<file path="src/rtl/rx_pcs_pkg.sv">
// Shared definitions for the 64b/66b receive PCS control logic.
//   SYNC_DATA / SYNC_CTRL : the two legal 2-bit sync headers
//   HIBER_THRESH          : invalid headers per BER window that flag high BER
//   lock_state_e          : block-lock FSM state encoding
//   sh_is_valid()         : returns 1 for a legal sync header
package rx_pcs_pkg;

  localparam logic [1:0] SYNC_DATA    = 2'b01;
  localparam logic [1:0] SYNC_CTRL    = 2'b10;
  localparam int         HIBER_THRESH = 16;

  typedef enum logic [1:0] {
    ST_RESET_CNT = 2'd0,
    ST_TEST_SH   = 2'd1,
    ST_SLIP      = 2'd2,
    ST_SLIP_WAIT = 2'd3
  } lock_state_e;

  function automatic logic sh_is_valid(input logic [1:0] sh);
    return (sh == SYNC_DATA) || (sh == SYNC_CTRL);
  endfunction

endpackage

</file>
<file path="src/rtl/rx_hiber_mon.sv">
// High-BER monitor: counts invalid sync headers over windows of P_BER_WINDOW
// valid beats while block lock is held. A window closing with HIBER_THRESH or
// more invalid headers raises hi_ber_o for the following window; a window
// closing below the threshold clears it. Dropping en_i clears the counters but
// leaves hi_ber_o untouched until a later window closes.
// Ports:
//   clk_i        in  RX user clock
//   rst_i        in  synchronous reset, active high
//   en_i         in  block lock; counting runs only while high
//   hdr_valid_i  in  header beat qualifier
//   hdr_bad_i    in  current beat carries an invalid header
//   hi_ber_o     out high-BER flag (registered)
module rx_hiber_mon
  import rx_pcs_pkg::*;
#(
  parameter int P_BER_WINDOW = 39062
) (
  input  logic clk_i,
  input  logic rst_i,
  input  logic en_i,
  input  logic hdr_valid_i,
  input  logic hdr_bad_i,
  output logic hi_ber_o
);

  localparam int WIN_W = $clog2(P_BER_WINDOW + 1);
  localparam int BAD_W = $clog2(HIBER_THRESH + 1);
  localparam logic [WIN_W-1:0] WIN_INIT   = WIN_W'(P_BER_WINDOW - 1);
  localparam logic [BAD_W-1:0] BAD_THRESH = BAD_W'(HIBER_THRESH);

  logic [WIN_W-1:0] win_q, win_d;
  logic [BAD_W-1:0] bad_q, bad_d, bad_inc;
  logic             hi_ber_q, hi_ber_d;

  // Saturate at the threshold; only "reached it or not" matters.
  assign bad_inc = (hdr_bad_i && (bad_q != BAD_THRESH)) ? bad_q + BAD_W'(1) : bad_q;

  always_comb begin
    win_d    = win_q;
    bad_d    = bad_q;
    hi_ber_d = hi_ber_q;
    if (!en_i) begin
      // Holding the window at its start value makes it restart at lock acquisition.
      win_d = WIN_INIT;
      bad_d = '0;
    end else if (hdr_valid_i) begin
      if (win_q == '0) begin
        win_d    = WIN_INIT;
        bad_d    = '0;
        hi_ber_d = (bad_inc == BAD_THRESH);
      end else begin
        win_d = win_q - WIN_W'(1);
        bad_d = bad_inc;
      end
    end
  end

  always_ff @(posedge clk_i) begin
    if (rst_i) begin
      win_q    <= '0;
      bad_q    <= '0;
      hi_ber_q <= 1'b0;
    end else begin
      win_q    <= win_d;
      bad_q    <= bad_d;
      hi_ber_q <= hi_ber_d;
    end
  end

  assign hi_ber_o = hi_ber_q;

endmodule

</file>
<file path="src/rtl/rx_block_lock_ctrl.sv">
// Block-lock controller for the 64b/66b receive path. Tests sync headers from
// the RX gearbox in windows of P_SH_CNT_MAX beats, requests single-cycle
// gearbox slips until alignment is found, and reports block lock.
// Optional feature macro: RX_HIBER_MON_EN (instantiates rx_hiber_mon; when
// undefined hi_ber_o is tied low).
// Ports:
//   clk_i            in   RX user clock
//   rst_i            in   synchronous reset, active high
//   rxheader_i       in   [1:0] sync header from gearbox
//   rxheadervalid_i  in   rxheader_i qualifier
//   rxgearboxslip_o  out  one-cycle slip request to gearbox
//   block_lock_o     out  block lock status
//   slip_count_o     out  [7:0] slips since reset, saturating
//   hi_ber_o         out  high-BER flag
//
// state        | meaning
// ST_RESET_CNT | clear window counters, start a new test window
// ST_TEST_SH   | count headers on valid beats, decide lock / slip
// ST_SLIP      | slip pulse cycle, lock dropped
// ST_SLIP_WAIT | let the gearbox settle, headers ignored
module rx_block_lock_ctrl
  import rx_pcs_pkg::*;
#(
  parameter int P_SH_CNT_MAX     = 64,
  parameter int P_SH_INVALID_MAX = 16,
  parameter int P_SLIP_WAIT      = 32,
  parameter int P_BER_WINDOW     = 39062
) (
  input  logic       clk_i,
  input  logic       rst_i,
  input  logic [1:0] rxheader_i,
  input  logic       rxheadervalid_i,
  output logic       rxgearboxslip_o,
  output logic       block_lock_o,
  output logic [7:0] slip_count_o,
  output logic       hi_ber_o
);

  localparam int SH_W   = $clog2(P_SH_CNT_MAX + 1);
  localparam int INV_W  = $clog2(P_SH_INVALID_MAX + 1);
  localparam int WAIT_W = $clog2(P_SLIP_WAIT + 1);
  localparam logic [SH_W-1:0]   SH_MAX    = SH_W'(P_SH_CNT_MAX);
  localparam logic [INV_W-1:0]  INV_MAX   = INV_W'(P_SH_INVALID_MAX);
  localparam logic [WAIT_W-1:0] WAIT_INIT = WAIT_W'(P_SLIP_WAIT - 1);

  lock_state_e       state_q, state_d;
  logic [SH_W-1:0]   sh_cnt_q, sh_cnt_d, sh_cnt_inc;
  logic [INV_W-1:0]  inv_cnt_q, inv_cnt_d, inv_cnt_inc;
  logic [WAIT_W-1:0] wait_q, wait_d;
  logic              lock_q, lock_d;
  logic              slip_q, slip_d;
  logic [7:0]        slip_cnt_q, slip_cnt_d;
  logic              hdr_bad, win_end, inv_limit;

  assign hdr_bad     = rxheadervalid_i & ~sh_is_valid(rxheader_i);
  // inv_cnt never passes INV_MAX: reaching it while locked (or any bad header
  // while unlocked) leaves ST_TEST_SH.
  assign sh_cnt_inc  = sh_cnt_q + SH_W'(1);
  assign inv_cnt_inc = inv_cnt_q + INV_W'(hdr_bad);
  assign win_end     = (sh_cnt_inc == SH_MAX);
  assign inv_limit   = (inv_cnt_inc == INV_MAX);

  always_ff @(posedge clk_i) begin
    if (rst_i) state_q <= ST_RESET_CNT;
    else       state_q <= state_d;
  end

  always_comb begin
    state_d = state_q;
    case (state_q)
      ST_RESET_CNT: state_d = ST_TEST_SH;
      ST_TEST_SH: begin
        if (rxheadervalid_i) begin
          // Slip is checked first so it wins over a simultaneous window end.
          if (hdr_bad && (!lock_q || inv_limit)) state_d = ST_SLIP;
          else if (win_end)                      state_d = ST_RESET_CNT;
        end
      end
      ST_SLIP:      state_d = ST_SLIP_WAIT;
      ST_SLIP_WAIT: if (wait_q == '0) state_d = ST_RESET_CNT;
      default:      state_d = ST_RESET_CNT;
    endcase
  end

  // Registered outputs are computed from the transition so the slip pulse and
  // the lock drop appear together, one cycle after the offending beat.
  always_comb begin
    sh_cnt_d   = sh_cnt_q;
    inv_cnt_d  = inv_cnt_q;
    wait_d     = wait_q;
    lock_d     = lock_q;
    slip_cnt_d = slip_cnt_q;
    slip_d     = (state_d == ST_SLIP);
    case (state_q)
      ST_RESET_CNT: begin
        sh_cnt_d  = '0;
        inv_cnt_d = '0;
      end
      ST_TEST_SH: begin
        if (rxheadervalid_i) begin
          sh_cnt_d  = sh_cnt_inc;
          inv_cnt_d = inv_cnt_inc;
          if (win_end && (inv_cnt_inc == '0)) lock_d = 1'b1;
        end
      end
      ST_SLIP_WAIT: if (wait_q != '0) wait_d = wait_q - WAIT_W'(1);
      default: ;
    endcase
    if (slip_d) begin
      lock_d = 1'b0;
      wait_d = WAIT_INIT;
      if (slip_cnt_q != 8'hFF) slip_cnt_d = slip_cnt_q + 8'd1;
    end
  end

  always_ff @(posedge clk_i) begin
    if (rst_i) begin
      sh_cnt_q   <= '0;
      inv_cnt_q  <= '0;
      wait_q     <= '0;
      lock_q     <= 1'b0;
      slip_q     <= 1'b0;
      slip_cnt_q <= 8'h00;
    end else begin
      sh_cnt_q   <= sh_cnt_d;
      inv_cnt_q  <= inv_cnt_d;
      wait_q     <= wait_d;
      lock_q     <= lock_d;
      slip_q     <= slip_d;
      slip_cnt_q <= slip_cnt_d;
    end
  end

  assign rxgearboxslip_o = slip_q;
  assign block_lock_o    = lock_q;
  assign slip_count_o    = slip_cnt_q;

`ifdef RX_HIBER_MON_EN
  rx_hiber_mon #(
    .P_BER_WINDOW (P_BER_WINDOW)
  ) u_hiber_mon (
    .clk_i       (clk_i),
    .rst_i       (rst_i),
    .en_i        (lock_q),
    .hdr_valid_i (rxheadervalid_i),
    .hdr_bad_i   (hdr_bad),
    .hi_ber_o    (hi_ber_o)
  );
`else
  assign hi_ber_o = 1'b0;
`endif

endmodule

</file>
<file path="config.mk">
export PLATFORM = sky130hd
export DESIGN_NAME = rx_block_lock_ctrl
export DESIGN_NICKNAME = d
export VERILOG_FILES = /design/src/rtl/rx_pcs_pkg.sv /design/src/rtl/rx_hiber_mon.sv /design/src/rtl/rx_block_lock_ctrl.sv
export SDC_FILE = /design/constraint.sdc
export NUM_CORES = 1
export LEC_CHECK = 0
export ABC_AREA = 1
export CORE_MARGIN = 4
export CORE_UTILIZATION = 40
export CTS_BUF_LIST = sky130_fd_sc_hd__clkbuf_2 sky130_fd_sc_hd__clkbuf_4 sky130_fd_sc_hd__clkbuf_8
export CTS_CLUSTER_DIAMETER = 40
export DETAILED_ROUTE_END_ITERATION = 8
export HOLD_SLACK_MARGIN = 0.03
export PLACE_DENSITY = 0.55
export SYNTH_ARGS = -nofsm -noshare
export SYNTH_HDL_FRONTEND = slang
export SYNTH_SLANG_ARGS = --single-unit
</file>
<file path="constraint.sdc">
create_clock -name clk_i -period 2.8 [get_ports clk_i]
set_clock_uncertainty 0.1 [all_clocks]
set_input_delay 0.28 -clock clk_i [delete_from_list [all_inputs] [get_ports clk_i]]
set_output_delay 0.28 -clock clk_i [all_outputs]
set_load 0.005 [all_outputs]
</file>
-- Word-level counts from Yosys, hierarchy flattened
Index checks and enable logic that the tools add are counted.
- add/subtract/negate cells: 4
- $mul: 0
- divide/modulo/power cells: 0
- magnitude comparators: 0
- equal/unequal tests: 10
- shifts and indexed selects: 0
- muxes and demuxes: 12
- bitwise operators: 2
- reductions and logical operators: 18
- operators with widths (kind ; count):
    two-way mux 5 bit ; 4
    case mux 7 bit (2 select lines) ; 1
    case mux 5 bit (2 select lines) ; 1
    adder 8 x 1 -> 8 bit, second input constant ; 1
    equality test 2 bit, second input constant ; 4
    two-way mux 2 bit ; 4
    inequality test 8 bit, second input constant ; 1
    case mux 2 bit (4 select lines) ; 1
    AND reduction 2 bit ; 4
    adder 7 x 1 -> 7 bit, second input constant ; 1
    equality test 7 bit, second input constant ; 1
    two-way mux 7 bit ; 1
    logical NOT 6 bit ; 1
    nonzero test 2 bit ; 3
    nonzero test 6 bit ; 1
    subtractor 6 x 1 -> 6 bit, second input constant ; 1
    adder 5 x 1 -> 5 bit ; 1
    equality test 5 bit, second input constant ; 1
    logical NOT 5 bit ; 1
    equality test 2 x 1 -> 1 bit, second input constant ; 2
    AND reduction 3 bit ; 1
    logical AND 1 bit ; 2
    logical NOT 2 bit ; 1
    logical OR 1 bit ; 2
    5 further kinds ; 5
- register bits after elaboration: 30
- latch bits: 0
- memory bits (writable): 0
- bits in read-only memories: 0
- input bits: 5
- output and inout bits: 11
- word-level logic and storage cells: 54
- memories: 0

-- Logic depth before layout (Yosys ltp)
Gate-level depths: netlist of the first run.
- depth in word-level cells: 14
- depth in mapped cells: 14
- depth with buffers taken out: 14

-- Worst setup path before layout of the first run
Ideal clock, no wire load.
- path kind: input port to flip-flop
- start: input rxheader_i[1]
- end: register state_q[0]
- library setup time: 128 ps
- arrival: 2020 ps
- data required time: 2572 ps
- path slack: 552 ps
- stages: 11
- buffers on the path: 0
- cell sequence: xor2_1 > nor2_1 > ha_1 > ha_1 > or2_1 > nor2_2 > nand3_2 > nand2_4 > nand2_2 > nand3_1 > nor2_1
- word-level cells in the longest chain between the ends: 11
- elaborated cells between the ends (all ways): 12
- classes of those cells: add/sub: 1; eq/ne: 3; mux: 3; bitwise: 2; reduce/logical: 3
- RTL lines (what ; line ; source):
    from (decl) ; rx_block_lock_ctrl.sv:31 ; input logic [1:0] rxheader_i,
    equality test 2 x 1 -> 1 bit or equality test 2 bit (tied branches) ; rx_pcs_pkg.sv:20 ; return (sh == SYNC_DATA) || (sh == SYNC_CTRL);
    logical OR 1 bit (*) ; rx_pcs_pkg.sv:20 ;
    NOT 1 bit (*) ; rx_block_lock_ctrl.sv:55 ; assign hdr_bad = rxheadervalid_i & ~sh_is_valid(rxheader_i);
    AND 1 bit (*) ; rx_block_lock_ctrl.sv:55 ;
    adder 5 x 1 -> 5 bit ; rx_block_lock_ctrl.sv:59 ; assign inv_cnt_inc = inv_cnt_q + INV_W'(hdr_bad);
    equality test 5 bit ; rx_block_lock_ctrl.sv:61 ; assign inv_limit = (inv_cnt_inc == INV_MAX);
    logical OR 1 bit ; rx_block_lock_ctrl.sv:75 ; if (hdr_bad && (!lock_q || inv_limit)) state_d = ST_SLIP;
    logical AND 1 bit (*) ; rx_block_lock_ctrl.sv:75 ;
    two-way mux 2 bit (*) ; rx_block_lock_ctrl.sv:75 ;
    two-way mux 2 bit (*) ; rx_block_lock_ctrl.sv:73 ; if (rxheadervalid_i) begin
    case mux 2 bit (4 select lines) (*) ; rx_block_lock_ctrl.sv:70 ; case (state_q)
    to (signal assigned) ; rx_block_lock_ctrl.sv:65 ; else state_q <= state_d;
    to (decl) ; rx_block_lock_ctrl.sv:46 ; lock_state_e state_q, state_d;
Mark *: on every way between the ends. The rest lies on a longest branch, timed or not.
A chain may end at the register's enable or synchronous reset.

-- Worst setup path after layout of the first run
- start: input rxheader_i[0]
- end: register lock_q (netlist: block_lock_o)
- word-level cells in the longest chain between the ends: 13
- elaborated cells between the ends (all ways): 17
- classes of those cells: add/sub: 1; eq/ne: 4; mux: 3; bitwise: 2; reduce/logical: 7
- RTL lines (what ; line ; source):
    equality test 2 x 1 -> 1 bit or equality test 2 bit (tied branches) ; rx_pcs_pkg.sv:20 ;
    logical OR 1 bit (*) ; rx_pcs_pkg.sv:20 ;
    NOT 1 bit (*) ; rx_block_lock_ctrl.sv:55 ;
    AND 1 bit (*) ; rx_block_lock_ctrl.sv:55 ;
    adder 5 x 1 -> 5 bit ; rx_block_lock_ctrl.sv:59 ;
    equality test 5 bit ; rx_block_lock_ctrl.sv:61 ;
    logical OR 1 bit ; rx_block_lock_ctrl.sv:75 ;
    logical AND 1 bit ; rx_block_lock_ctrl.sv:75 ;
    two-way mux 2 bit ; rx_block_lock_ctrl.sv:75 ;
    two-way mux 2 bit ; rx_block_lock_ctrl.sv:73 ;
    case mux 2 bit (4 select lines) ; rx_block_lock_ctrl.sv:70 ;
    equality test 2 bit ; rx_block_lock_ctrl.sv:93 ; slip_d = (state_d == ST_SLIP);
    OR reduction 2 bit (no line) ; -- ;
    to (signal assigned) ; rx_block_lock_ctrl.sv:128 ; lock_q <= lock_d;
    to (decl) ; rx_block_lock_ctrl.sv:50 ; logic lock_q, lock_d;
Marked as above.

==> summary.md, run 1 <==
| Metric | Value |
|---|---|
| Synth cell types | 28 |
| Worst setup EP type | register |
| Arrival @ worst endpoint | ~2.4 ns |
| Max VDD drop | 0.000300 V |
| Postcts setup bufs | 0 |
| RSZ-0062 raised after global routing | no |
| Number of cell rows | 23 |
| Gr usage total | around 15% |
| Via count | 1521 |
| Final-report hold violation count | 0 |
| Worst path cell trace | clkdlybuf4s50_1, xor2_1, nor2_1, ha_1, ha_1, or2_1, nor2_2, nand3_2, nand2_4, nand2_2, nand2_1, a21oi_1 |
| Slew Limit Fails | 0 |
| DR iter-0 viols | roughly 130 |
| Diodes inserted | 0 |
| Worst reg-to-reg path cell count | 9 |
| Critical path type | in2reg |
| Core Footprint | 4000 sq um |
| Leakage power | 0.805 nW |
| Area grow syn2layout | 17.4% |
| Detail Route Antenna Nets | 0 |
| Clk pwr share | 38.2% |
| Crit. Startpoint | rxheader_i[0] |
| Power Dens Cells | around 470 nW/um^2 |
| Peak Freq | 424 MHz |
| Reg power frac | around half |
| Top post-synthesis cells by area | dfxtp_1 (36%), nand2_1 (16%), a21oi_1 (7.0%) |
| Register area share after synthesis | a little over a third |
| Sw Ratio | 25.8% |
| Worst-path clk slew | 0.06 ns |
| Async SR Flop Fraction | 0% |
| Number of flops mapped to enable cells by yosys | 0 |
| Worst-Skew Late Latency | 0.28 ns |
| Post-CTS sizing | 0 |
| Crit-path max cell delay | about 0.47 ns |
| Critical path startpoint category | primary input |
| Sw power | 0.233 mW |
| Peak fanout along the critical path | 9 |
| Dpl cell area | 1850 sq um |
| Mapped Nets | 250 |
| Post-synthesis register bit count | 30 |
| Vias in the first global route | 1432 |
| GP Congestion | 0.822 |
| Fin nets | 269 |
| Pint | roughly 0.67 mW |
| Reg2Reg Launch Point | inv_cnt_q[0] |
| Crit path capture | block_lock_o |
| Post-Route WL | 3430 microns |
| Most common flop cell mapped by yosys | dfxtp_1 |
| Final setup violation count | 0 |
| Status | finished clean |
| Starting Density | 41.3% |
| Die width | 72.2 microns |
| Synthesized area | 1650 sq um |
| Worst endpoint required time | around 2.9 ns |
| Die height | a little over 70 microns |
| Cell taking the most area after synthesis | dfxtp_1 |
| Clock root buffer | clkbuf_8 |
| FF-to-FF End | block_lock_o |
| Antenna violations before repair | 0 |
| Post-DP HPWL | 2440 microns |
| Routed len/inst | approximately 11 microns |
| Minimum clock period | 2.36 ns |
| Global-route wire length before repair | approximately 6300 microns |
| Sum Neg Setup Slack | 0 ns |
| Syn_area_per_cell | 6.88 sq um |
| Most numerous cell in the Yosys netlist | nand2_1 |
| Hold WC Path Type | reg2reg |
| TritonRoute pass-1 iters | 4 |
| Drt drc | 0 |
| Cts hold-fix bufs | 0 |
| Synth warnings | 0 |
| Crit-path slowest cell | clkdlybuf4s50_1 |
| Share of cells above drive strength 1 | between 8 and 9% |
| Post-synth top cells | nand2_1 (69), dfxtp_1 (30), inv_1 (29), a21oi_1 (23), nand3_1 (18) |
| Die area | 5220 sq um |
| Largest net degree at the start of global routing | 17 |
| IO Count | 16 |
| CTS Buffer Depth | 2 |
| Clk sinks | 30 |
| Period utilization | 84.1% |
| Most numerous cell on the critical path | ha_1 |
| Flop2flop setup slack | 0.85 ns |
| Port Buf Inserts | 14 |
| Post-Synthesis Cells | 240 |
| # H-tree levels | 2 |
| Max Cap Viol | 0 |
| Top cell type's share of synthesized area | 36.4% |
| Vias/cell | 4.92 |
| TritonCTS buffer count | 5 |
| Logic pwr share | 11.9% |
| CTS tree | built |
| GRT overflow | 0 |
| Cell area after layout | 1940 sq um |
[registers in the layout (all words and copies together) (netlist names)]
register,flops
sh_cnt_q,7
wait_q,6
slip_count_o,8
rxgearboxslip_o,1
inv_cnt_q,5
block_lock_o,1
state_q,2
[critical path, delay by kind of cell]
family,cells,cell delay [ns]
and+or+nand+nor,7,0.95
adders and majority gates,2,0.50
buffers and inverters,1,0.47
xor gates and xnor gates,1,0.20
AOI/OAI and AO/OA,1,0.04
[cells in the final DEF, fill, tap and decap left out, types with 2 or more instances in the layout]
| master | instances |
|---|---|
| a21oi_1 | 23 |
| inv_1 | 29 |
| o21ai_0 | 4 |
| nand3_1 | 18 |
| xor2_1 | 5 |
| clkdlybuf4s50_1 | 14 |
| nor3_1 | 2 |
| nand4_1 | 15 |
| xnor2_1 | 2 |
| nand3_2 | 2 |
| ha_1 | 5 |
| dfxtp_1 | 30 |
| nor2_1 | 16 |
| clkbuf_8 | 5 |
| a31oi_1 | 2 |
| buf_4 | 4 |
| inv_2 | 2 |
| clkbuf_4 | 2 |
| nand2_1 | 69 |
[metrics by stage]
| step | utilization, % | total power [mW] | hold WS (ns) | setup WS (ns) | std cells |
|---|---|---|---|---|---|
| floorplan | - | 0.536 | 0.344 | 0.552 | 240 |
| global placement | 46.4 | 0.569 | 0.359 | 0.167 | 302 |
| detailed placement | 46.4 | 0.570 | 0.360 | 0.141 | 302 |
| CTS | 48.5 | 0.921 | 0.370 | 0.421 | 309 |
| global route | 48.5 | 0.949 | 0.408 | 0.251 | 309 |
| finish | 48.5 | 0.903 | 0.371 | 0.444 | 309 |
[logic make-up after synthesis]
kind of cell / after synthesis / share of synthesized area [%]
other cells: 1 / 0.227
buf+inv: 37 / 8.79
compound gates: 31 / 9.70
fa+ha+maj: 5 / 3.79
simple gates: 129 / 37.4
flops: 30 / 36.4
xor+xnor: 7 / 3.72
[power groups by stage]
stage | Sequential (mW) | Combinational [mW] | Clock [mW]
final | 0.451 | 0.107 | 0.345
after global placement | 0.460 | 0.109 | 0
after detailed placement | 0.460 | 0.109 | 0
after floorplan | 0.458 | 0.0777 | 0
after global routing | 0.453 | 0.126 | 0.370
after CTS | 0.451 | 0.110 | 0.360
[layout make-up]
class | instances | area [sq um]
Multi-Input combinational cell | 173 | 905
Inverter | 31 | 116
Sequential cell | 30 | 601
Timing Repair Buffer | 18 | 170
Clock buffer | 7 | 83.8
Tap cell | 50 | 62.6
Fill cell | 412 | 2060
[how the worst min path moves through the flow]
| stage | from | end | slack, ns | cells after the start |
|---|---|---|---|---|
| final | inv_cnt_q[0] | inv_cnt_q[0] | 0.37 | 2 |
| after CTS | inv_cnt_q[0] | inv_cnt_q[0] | 0.37 | 2 |
| after global placement | inv_cnt_q[0] | inv_cnt_q[0] | 0.36 | 2 |
| after detailed placement | inv_cnt_q[0] | inv_cnt_q[0] | 0.36 | 2 |
| after floorplan | inv_cnt_q[0] | inv_cnt_q[0] | 0.34 | 2 |
| after global routing | sh_cnt_q[6] | sh_cnt_q[6] | 0.41 | 2 |
[layer usage]
layer / up-vias / part of all wire (%) / global-route usage [%] / wire length [microns]
li1: 823 / - / - / -
met1: 679 / 51 / 19.6 / 1740
met2: 12 / 45 / 24.5 / 1530
met3: 7 / 2.7 / 3.74 / 91
met4: 0 / 2.1 / 6.26 / 71
met5: - / 0 / 0 / 0
No activity file was read; power rests on OpenSTA's default activity.
==> inputs of run 2 (changes only) <==
- PLACE_DENSITY: 0.55 -> 0.58
- clock period: 2.8 -> 2.08 ns (I/O delays scaled with it)
==> run 2 against run 1 <==
  * Final cell count up 3.9%
  * Via count up 3.3%
  * First-iteration DRC count down 25%
  * Worst hold slack better by 0.0085 ns
  * Flip-flop and latch count unchanged
  * Die area unchanged
  * Cell area up 8.0%
  * Non-clock buffer count up 11
  * Clock-buffer cell count down 1
  * Core utilization up 3.9 points
  * Setup slack worse by 0.30 ns
  * Critical path type unchanged
==> summary.md, run 2 (synthesis gave the netlist of run 1 again) <==
| Metric | Value |
|---|---|
| Starting Density | 41.3% (unchanged) |
| Worst-Skew Late Latency | 0.28 ns (about the same) |
| Worst-path clk slew | 0.07 ns (was 0.06 ns) |
| Core Footprint | 4000 sq um (unchanged) |
| Number of cell rows | 23 (unchanged) |
| TritonCTS buffer count | 5 (unchanged) |
| Gr usage total | 16.2% (was 15.3%) |
| Clock root buffer | clkbuf_8 (unchanged) |
| Drt drc | 0 (unchanged) |
| TritonRoute pass-1 iters | 6 (was 4) |
| Diodes inserted | 0 (unchanged) |
| Commonest non-fill, non-tap cell in the layout | nand2_1 (unchanged) |
| Die area | 5220 sq um (unchanged) |
| Period utilization | 93.1% |
| Die width | 72.2 microns (unchanged) |
| Core Util, Final | 52.3% (was 48.5%) |
| Minimum clock period | around 1.9 ns |
| Largest net degree at the start of global routing | 13 (was 17) |
| Logic pwr share | 12.0% (was 11.9%) |
| Sw Ratio | 24.2% (was 25.8%) |
| Clk sinks | 30 (unchanged) |
| Most frequent cells in the layout | nand2_1 (69), dfxtp_1 (30), inv_1 (28) (was nand2_1 (69), dfxtp_1 (30), inv_1 (29)) |
| # H-tree levels | 2 (unchanged) |
| Arrival @ worst endpoint | 2.05 ns (was 2.43 ns) |
| FF+latch area | 601 sq um (unchanged) |
| Area grow syn2layout | 26.8% (was 17.4%) |
| Vias/cell | 4.89 (was 4.92) |
| Slew Limit Fails | 0 (unchanged) |
| Final-report hold violation count | 0 (unchanged) |
| Critical path type | in2reg (unchanged) |
| IO Count | 16 (unchanged) |
| Share of cells above drive strength 1 | 14.8% (was 8.11%) |
| GRT overflow | 0 (unchanged) |
| Peak Freq | 517 MHz |
| Tot Pwr | 1.38 mW (was 0.903 mW) |
| Die height | 72.2 microns (unchanged) |
| Antenna violations before repair | 0 (unchanged) |
| Post-Route WL | 3640 microns (was 3430 microns) |
| Leakage power | 0.884 nW (was 0.805 nW) |
| Port Buf Inserts | 14 (unchanged) |
| Vias in the first global route | 1458 (was 1432) |
| Via count | 1571 (was 1521) |
| Area of the multi-input gates | 938 sq um (was 905 sq um) |
| Reg power frac | 44.1% (was 49.9%) |
| Flop2flop setup slack | 0.17 ns (was 0.85 ns) |
| Power Dens Cells | 657 nW/um^2 (was 466 nW/um^2) |
| RSZ-0062 raised after global routing | no (unchanged) |
| Clk pwr share | 43.9% (was 38.2%) |
| Fillers | 425 (was 412) |
| Largest register FFs | 8 (unchanged) |
| Max VDD drop | 0.000430 V (was 0.000300 V) |
| Status | finished clean (unchanged) |
| Sw power | 0.334 mW (was 0.233 mW) |
| Global-route wire length before repair | 6690 microns (was 6280 microns) |
| Peak fanout along the critical path | 6 (was 9) |
| Worst setup EP type | register (unchanged) |
| DR iter-0 viols | 98 (was 131) |
| GP Congestion | 0.865 (was 0.822) |
| Routed len/inst | 11.3 microns (was 11.1 microns) |
| CTS Buffer Depth | 2 (unchanged) |
| CTS tree | built (unchanged) |
| Pint | 1.04 mW (was 0.670 mW) |
| Worst endpoint required time | 2.19 ns (was 2.87 ns) |
| Max Cap Viol | 0 (unchanged) |
| Post-DP HPWL | 2680 microns (was 2440 microns) |
| Final setup violation count | 0 (unchanged) |
| Hold WC Path Type | reg2reg (unchanged) |
| Detail Route Antenna Nets | 0 (unchanged) |
| Fin nets | 281 (was 269) |
| Critical path startpoint category | primary input (unchanged) |
[run 2: cell count changes in the layout (fill, tap and decap cells not counted), moves of 2 or more]
cell	previous run	this run
ha_2	0	2
clkdlybuf4s50_1	14	11
buf_4	4	14
ha_1	5	3
clkbuf_4	2	0
[run 2: metrics by stage]
step                      setup TNS, ns  setup slack, ns  area, sq um  std cells  hold WS [ns]
after global routing                  0           0.0120         2090        321         0.404
after CTS                             0          0.00555         2080        320         0.385
after detailed placement          -8.52           -0.509         1930        310         0.375
after floorplan                       0           0.0189         1660        240         0.344
after global placement            -7.32           -0.447         1930        310         0.357
final                                 0            0.144         2090        321         0.379
[run 2: worst paths after layout]
check,from,end,cells past startpoint
setup / recovery,rxheader_i[0],slip_count_o[6],12
hold reg to reg,inv_cnt_q[0],inv_cnt_q[0],2
setup reg to reg,inv_cnt_q[0],slip_count_o[6],9
hold / removal,inv_cnt_q[0],inv_cnt_q[0],2
[run 2: layout make-up]
type                            count  area share (%)
Multi-Input combinational cell    174            44.8
Sequential cell                    30            28.7
Timing Repair Buffer               29            12.6
Inverter                           31            5.56
Clock buffer                        6            3.95
Tap cell                           50            2.99
Clock inverter                      1            1.43
[run 2: timing repair]
| action | 4_1_cts | 5_1_grt |
|---|---|---|
| pin swaps | 8 | 8 |
| gates resized for setup | 4 | 8 |
| buffers inserted | 2 | 1 |
| hold buffers | 0 | 0 |
| endpoints found under the hold margin | 0 | 0 |
| setup endpoints to repair | 18 | 18 |
| gates cloned | 1 | 0 |
[run 2: power groups by stage]
stage	clock [mW]	combinational, mW	sequential [mW]
final	0.604	0.165	0.607
after global routing	0.648	0.188	0.609
after CTS	0.620	0.164	0.607
after detailed placement	0	0.159	0.620
after global placement	0	0.158	0.620
after floorplan	0	0.105	0.617
[run 2: critical path: stages]
cell	delay, ns
clkdlybuf4s15_1	0.19
xor2_2	0.16
nor2_2	0.08
ha_2	0.18
ha_2	0.27
or2_1	0.25
nor2_2	0.14
nand3_2	0.10
nand2_4	0.14
buf_12	0.12
nand4_1	0.06
a21oi_1	0.15
[run 2: layer usage]
layer | GRT usage [%] | vias up | share of wire, %
met2 | 25.6 | 21 | 47
met5 | 0 | - | 0
met4 | 6.05 | 0 | 1.6
met1 | 21.1 | 701 | 48
met3 | 4.29 | 5 | 3.2
li1 | - | 844 | -
==> inputs of run 3 (changes only) <==
- ABC_CLOCK_PERIOD_IN_PS: unset -> 2080
- CTS_CLUSTER_DIAMETER: 40 -> 150
==> results of run 3 <==
The final DEF is identical to that of run 2; final timing and power are the same.
